**src/rtl/logic_unit_arbiter.sv**
```systemverilog
// logic_unit_arbiter: two-requester arbiter feeding one shared bitwise unit into a result register; round-robin when LOGIC_ARB_RR_EN is defined, fixed priority otherwise
module logic_unit_arbiter (
  input  logic        clk,
  input  logic        reset,
  input  logic        req0_valid,
  input  logic        req1_valid,
  output logic        req0_ready,
  output logic        req1_ready,
  input  logic [1:0]  req0_op,
  input  logic [1:0]  req1_op,
  input  logic [31:0] req0_a,
  input  logic [31:0] req0_b,
  input  logic [31:0] req1_a,
  input  logic [31:0] req1_b,
  output logic        rsp_valid,
  input  logic        rsp_ready,
  output logic [31:0] rsp_data,
  output logic        rsp_src,
  output logic [7:0]  acc0_cnt,
  output logic [7:0]  acc1_cnt
);
  localparam logic [0:0] IDLE = 1'b0;
  localparam logic [0:0] HOLD = 1'b1;
  logic [0:0]  state;
  logic        can_accept;
  logic        pref1;
  logic        sel1;
  logic        acc0;
  logic        acc1;
  logic        accept;
  logic [1:0]  op;
  logic [31:0] a;
  logic [31:0] b;
  logic [31:0] result;
`ifdef LOGIC_ARB_RR_EN
  logic last;
  assign pref1 = !last;
  // last-grant pointer moves only when a request is actually accepted
  always_ff @(posedge clk)
    if (reset) last <= 1'b1;
    else if (accept) last <= sel1;
`else
  assign pref1 = 1'b0;
`endif
  // grant, handshake and the single shared bitwise unit on the granted operands
  always_comb begin
    can_accept = !reset && (state == IDLE || rsp_ready);
    sel1       = req1_valid && (!req0_valid || pref1);
    req0_ready = can_accept && !sel1;
    req1_ready = can_accept && sel1;
    acc0       = req0_valid && req0_ready;
    acc1       = req1_valid && req1_ready;
    accept     = acc0 || acc1;
    op         = sel1 ? req1_op : req0_op;
    a          = sel1 ? req1_a : req0_a;
    b          = sel1 ? req1_b : req0_b;
    result     = op == 2'b00 ? (a & b) :
                 op == 2'b01 ? (a | b) :
                 op == 2'b10 ? (a ^ b) : ~(a | b);
  end
  assign rsp_valid = state == HOLD;
  // result register: load on accept, drain to IDLE when consumed with nothing new
  always_ff @(posedge clk)
    if (reset) begin
      state    <= IDLE;
      rsp_data <= 32'h0;
      rsp_src  <= 1'b0;
    end else if (accept) begin
      state    <= HOLD;
      rsp_data <= result;
      rsp_src  <= sel1;
    end else if (rsp_ready) begin
      state    <= IDLE;
    end
  // per-requester accept counters that stick at 8'hFF
  always_ff @(posedge clk)
    if (reset) begin
      acc0_cnt <= 8'h0;
      acc1_cnt <= 8'h0;
    end else begin
      acc0_cnt <= acc0_cnt + 8'((acc0 && acc0_cnt != 8'hFF) ? 1 : 0);
      acc1_cnt <= acc1_cnt + 8'((acc1 && acc1_cnt != 8'hFF) ? 1 : 0);
    end
endmodule

```
**config.mk**
```make
export PLATFORM = sky130hd
export DESIGN_NAME = logic_unit_arbiter
export DESIGN_NICKNAME = d
export VERILOG_FILES = /design/src/rtl/logic_unit_arbiter.sv
export SDC_FILE = /design/constraint.sdc
export NUM_CORES = 1
export LEC_CHECK = 0
export ABC_AREA = 1
export BUFFER_PORTS_ARGS = -buffer_cell sky130_fd_sc_hd__clkbuf_2
export CELL_PAD_IN_SITES_DETAIL_PLACEMENT = 1
export CELL_PAD_IN_SITES_GLOBAL_PLACEMENT = 1
export CORE_MARGIN = 8
export CORE_UTILIZATION = 34
export CTS_CLUSTER_DIAMETER = 60
export CTS_CLUSTER_SIZE = 24
export DETAILED_ROUTE_END_ITERATION = 7
export PLACE_DENSITY_LB_ADDON = 0.1
export SLEW_MARGIN = 5
export SYNTH_ARGS = -nofsm -noshare
export SYNTH_HDL_FRONTEND = slang
export SYNTH_SLANG_ARGS = --single-unit
```
**constraint.sdc**
```tcl
create_clock -name clk -period 2.38 [get_ports clk]
set_input_delay 0.714 -clock clk [delete_from_list [all_inputs] [get_ports clk]]
set_output_delay 0.714 -clock clk [all_outputs]
set_load 0.005 [all_outputs]
```
[After elaboration in Yosys (flattened, before gate mapping)]
Index checks and enable logic that the tools add are counted.
Storage, ports and cells
  bits in registers: 50
  input bits: 137
  output and inout bits: 52
  word-level logic and storage cells: 41
Operators by class
  add/sub/neg operators: 2
  eq/ne operators: 4
  multiplexer cells: 10
  bitwise gates (word level): 5
  reductions and logical operators: 15
Operator list (number)
  $mux W32: 5
  $and A32 B32 Y32: 1
  $not A32 Y32: 1
  $or A32 B32 Y32: 1
  $xor A32 B32 Y32: 1
  $add A8 B1 Y8: 2
  $ne A8 B8 Y1 const B: 2
  $logic_and A1 B1 Y1: 8
  $mux W1: 4
  $logic_not A1 Y1: 3
  $eq A2 B1 Y1 const B: 1
  $eq A2 B2 Y1 const B: 1
  $logic_not A2 Y1: 1
  $logic_or A1 B1 Y1: 2
  $mux W2: 1
  $reduce_bool A2 Y1: 1
  $not A1 Y1: 1

[Depth between registers and ports, before layout]
  depth in word-level cells: 8
  depth in mapped cells: 16
  depth with buffers taken out: 16

[Least setup slack after synthesis]
No wires, ideal clock.
  path type: input port to flip-flop
  start: input req0_valid
  end: register rsp_data[2]
  library setup time: 119 ps
  data arrival time: 2111 ps
  data required time: 2261 ps
  slack: 150 ps
  stages on the path: 11
  path buffers: 2
  cell sequence: inv_2 nand2_4 inv_2 buf_2 buf_2 or2_1 o21ai_1 ha_1 or2_2 nand2_1 a21oi_1
Between the ends
  longest elaborated chain between the ends: 8
  elaborated cells between the ends (all ways): 21
  those cells by class: 2 x eq/ne; 6 x mux; 4 x bitwise; 9 x reduce/logical
RTL lines
  from (decl): RTL line 5  | input logic req0_valid,
  $logic_not A1 Y1: RTL line 48  | sel1 = req1_valid && (!req0_valid || pref1);
  $logic_and A1 B1 Y1: RTL line 48
  $mux W32, on equally long branches: RTL line 55, 56
  $or A32 B32 Y32: RTL line 58, 59
  $not A32 Y32: RTL line 59  | op == 2'b10 ? (a ^ b) : ~(a | b);
  $mux W32: RTL line 59
  $mux W32: RTL line 58  | op == 2'b01 ? (a | b) :
  $mux W32: RTL line 57  | result = op == 2'b00 ? (a & b) :
  to (signal assigned): RTL line 70  | rsp_data <= result;
  to (decl): RTL line 17  | output logic [31:0] rsp_data,
Several ways; a longest one is shown, not always the timed one.
A chain may end at the register's enable or synchronous reset.

[Worst setup path after layout]
  start: input req0_valid
  end: output req1_ready
Between the ends
  longest elaborated chain between the ends: 3
RTL lines
  $logic_not A1 Y1: RTL line 48
  $logic_and A1 B1 Y1: RTL line 48
  $logic_and A1 B1 Y1: RTL line 50  | req1_ready = can_accept && sel1;
  to (decl): RTL line 8  | output logic req1_ready,
Every way passes these cells.

==> PnR_summary.wiki <==
{| class="wikitable"
! Metric !! Value
|-
| Detail-routed via count per cell || 4.80
|-
| Most used routing layer in global routing || met2
|-
| Max Transition Viols Final || 0
|-
| Most common cell in the netlist || sky130_fd_sc_hd__nand2_1
|-
| Count of nets after finishing || 1220
|-
| Post-Synthesis Mean Instance Area || 6.21 sq um
|-
| IO Count || approximately 190
|-
| Peak Freq || 466 MHz
|-
| Count of antenna-violating nets left after detailed routing || 0
|-
| Final HPWL from detailed placement || 13100 um
|-
| Core Region || 15100 sq um
|-
| Total of cells resized after clock tree synthesis || 0
|-
| Die Y-Extent || 140 um
|-
| Top FF cell, synth || sky130_fd_sc_hd__dfxtp_1
|-
| Number of distinct library cells after synthesis || 27
|-
| Quantity of I/O buffers inserted on ports || roughly 190
|-
| RSZ-0062 raised after global routing || false
|-
| Cell-by-cell trace of the critical path || clkbuf_2 > inv_2 > nand2_4 > inv_2 > nand2_1 > inv_1 > buf_4 > clkbuf_2
|-
| Core Rows || 45
|-
| GRT met1 Usage || between 20% and 30%
|-
| Worst Setup End Kind || output port
|-
| Placed Instance Area || 6490 sq um
|-
| Number of optimization iterations in the first detailed-route pass || 4
|-
| Clock Tree Buf Depth || 2
|-
| Number of standard cells after synthesis || ~840
|-
| Number of warnings issued by yosys || 0
|-
| Main area contributors after synthesis || sky130_fd_sc_hd__dfxtp_1 (19%), sky130_fd_sc_hd__ha_1 (16%), sky130_fd_sc_hd__nand2_1 (11%), sky130_fd_sc_hd__inv_1 (10%), sky130_fd_sc_hd__nand3_1 (9.9%)
|-
| Post-route standard cell area excluding fillers || about 6600 sq um
|-
| Sequential cell fraction of total power || 33.7%
|-
| Switching fraction of total power || 36.2%
|-
| Net load switching power || 0.990 mW
|-
| Worst-Skew Late Latency || 0.30 ns
|-
| Commonest cells post-synth || sky130_fd_sc_hd__nand2_1 (150), sky130_fd_sc_hd__inv_1 (139), sky130_fd_sc_hd__nand3_1 (103)
|-
| Biggest area consumer among synthesized cells || sky130_fd_sc_hd__dfxtp_1
|-
| Post-CTS setup buffer count || 0
|-
| Areal power density over the cells || 412 nW/um^2
|-
| Leakage power of the design || 3.76 nW
|-
| Post-route insts no fill || roughly 1.2k
|-
| Share of Yosys cell area claimed by the top area cell type || between 10% and 20%
|-
| Initial antenna violation count || 0
|-
| Total GRT Usage || 18.0%
|-
| Die area || 19600 sq um
|-
| Area added between synthesis and finish || 27.2%
|-
| Number of enable-type register cells in the synthesized netlist || 0
|-
| Final setup fails || 0
|-
| Fraction of registers with async set or reset after synthesis || 0%
|-
| Pin count of the biggest net entering global routing || 48
|-
| Fin Clk Skew || about 0.0037 ns
|-
| Share of final-layout standard cells stronger than drive strength 1 || a little over a quarter
|-
| Remaining routing DRC violations || 0
|-
| Count of hold-fix buffers inserted at cts || 0
|-
| Type of the setup path with the least slack || input pin to output port
|-
| Critical Path Source Type || input pin
|-
| Critical Path AT || ~1.4 ns
|-
| Combinational share of power || 37.1%
|-
| Sequential-to-total area share from yosys stat || a little under a fifth
|-
| Overall die width || 140 um
|-
| Global-route wire length before repair || 29600 um
|-
| Global-route met2 utilization || 33.6%
|-
| Clock tree from TritonCTS || yes
|-
| Total internal power || approximately 1.7 mW
|-
| Period minus WS final || 2.14 ns
|-
| Total instance count after detailed placement || 1196
|-
| Path category of the worst min-delay check || flip-flop to flip-flop
|-
| Result of the run || complete, no violations
|-
| GRT Residual Overflow || 0
|-
| Fraction of the cycle the final worst path needs || 90.1%
|-
| Post-synth net total || 1046
|-
| Cell with the biggest individual delay on the critical path || sky130_fd_sc_hd__clkbuf_2
|-
| N_diodes || 0
|-
| Global-route met3 utilization || 3.64%
|-
| Synthesis-stage register bit count || 50
|-
| Worst slew margin || a little over two thirds
|-
| Clk Tree Root Cell || sky130_fd_sc_hd__clkbuf_16
|-
| Netlist area before placement || 5220 sq um
|-
| Data required time of the worst path || 1.67 ns
|-
| Final Hold Fails || 0
|-
| Depth of the CTS H-tree || 2
|-
| Clock net sink count || 50
|-
| Max cap viols || 0
|-
| Detailed-route wire length || 17200 um
|-
| Global placer's final weighted congestion || 0.731
|-
| Per-cell routed wire length || 14.3 um
|-
| Clock slew seen by the registers of the worst setup and hold paths || 0.08 ns
|-
| Detailed-route via count || 5784
|-
| Actual transition at the worst max-transition pin || 0.446 ns
|-
| Number of global-route vias before repair || a little over 6k
|-
| Worst vdd ir || 0.291 mV
|-
| Critical Path Fanout Max || 4
|-
| Drt initial violations || 200
|-
| Delay of the slowest cell on the worst path || 0.11 ns
|-
| Clock network fraction of design power || roughly 29%
|-
| Starting utilization of the core area || 34.6%
|-
| Number of buffers created by CTS || 5
|}
[flip-flops by register name, indices dropped and copies added, names as in the netlist]
name and cells:
rsp_data 32, acc0_cnt 8, acc1_cnt 8, rsp_src 1, rsp_valid 1
[final timing paths]
| path | startpoint | end | slack [ns] | cells past startpoint |
|---|---|---|---|---|
| max | req0_valid | req1_ready | 0.24 | 8 |
| min | acc0_cnt[6]$_SDFF_PP0_ | acc0_cnt[6]$_SDFF_PP0_ | 0.49 | 2 |
| max reg2reg | rsp_valid$_SDFFE_PP0P_ | acc1_cnt[6]$_SDFF_PP0_ | 0.57 | 15 |
| min reg2reg | acc0_cnt[6]$_SDFF_PP0_ | acc0_cnt[6]$_SDFF_PP0_ | 0.49 | 2 |
[cell usage in the layout (no fill, tap or decap), types with 9 or more instances in the layout]
cell type,instances
sky130_fd_sc_hd__nand2_1,150
sky130_fd_sc_hd__buf_12,9
sky130_fd_sc_hd__inv_2,11
sky130_fd_sc_hd__or2_2,21
sky130_fd_sc_hd__buf_4,19
sky130_fd_sc_hd__ha_1,68
sky130_fd_sc_hd__or2_0,40
sky130_fd_sc_hd__or2_1,34
sky130_fd_sc_hd__o21ai_1,59
sky130_fd_sc_hd__clkbuf_2,188
sky130_fd_sc_hd__a21oi_1,37
sky130_fd_sc_hd__nor2_1,19
sky130_fd_sc_hd__o21ai_0,39
sky130_fd_sc_hd__nand3_1,103
sky130_fd_sc_hd__inv_1,139
sky130_fd_sc_hd__dfxtp_1,50
[worst max-delay path, delay by kind of cell]
family                 cells  cell delay, ns
buffers and inverters      6            0.56
AND/OR/NAND/NOR            2            0.15
[power groups by stage]
stage | clock network, mW | logic (mW) | registers (mW)
CTS | 0.827 | 1.04 | 0.924
detailed placement | 0 | 1.04 | 0.942
global route | 0.852 | 1.19 | 0.932
global placement | 0 | 1.01 | 0.942
finish | 0.797 | 1.02 | 0.923
floorplan | 0 | 0.633 | 0.943
[routing by layer]
layer	wire length, um	up-vias
met5	0	-
met2	8540	109
met3	766	11
met4	197	0
li1	-	2979
met1	7720	2685
[cell families after synthesis]
| group | count (synthesis) | synth area share [%] |
|---|---|---|
| flip-flops | 50 | 19.2 |
| AND/OR/NAND/NOR | 381 | 35.1 |
| XOR/XNOR | 3 | 0.503 |
| buffers and inverters | 199 | 15.3 |
| adder cells (fa/ha/maj) | 68 | 16.3 |
| AO/OA/AOI/OAI | 140 | 13.7 |
[per-stage QoR]
| step | hold WS [ns] | util [%] | total power, mW | setup slack, ns | setup TNS [ns] |
|---|---|---|---|---|---|
| after floorplan | 0.461 | - | 1.58 | 0.150 | 0 |
| after global placement | 0.476 | 43.0 | 1.95 | 0.0346 | 0 |
| after detailed placement | 0.478 | 43.0 | 1.98 | -0.0432 | -0.0791 |
| after CTS | 0.490 | 44.0 | 2.79 | 0.212 | 0 |
| after global routing | 0.515 | 44.0 | 2.97 | 0.0416 | 0 |
| final | 0.487 | 44.0 | 2.74 | 0.236 | 0 |
[area by class of cell]
type / instances / area [sq um]
tap: 188 / 235
clock buffer: 5 / 125
multi-input combinational: 592 / 3430
clock inverter: 3 / 28.8
sequential: 50 / 1000
timing repair buffer: 216 / 1260
inverter: 150 / 563
fill: 2115 / 8450
No activity file was read; power rests on OpenSTA's default activity.
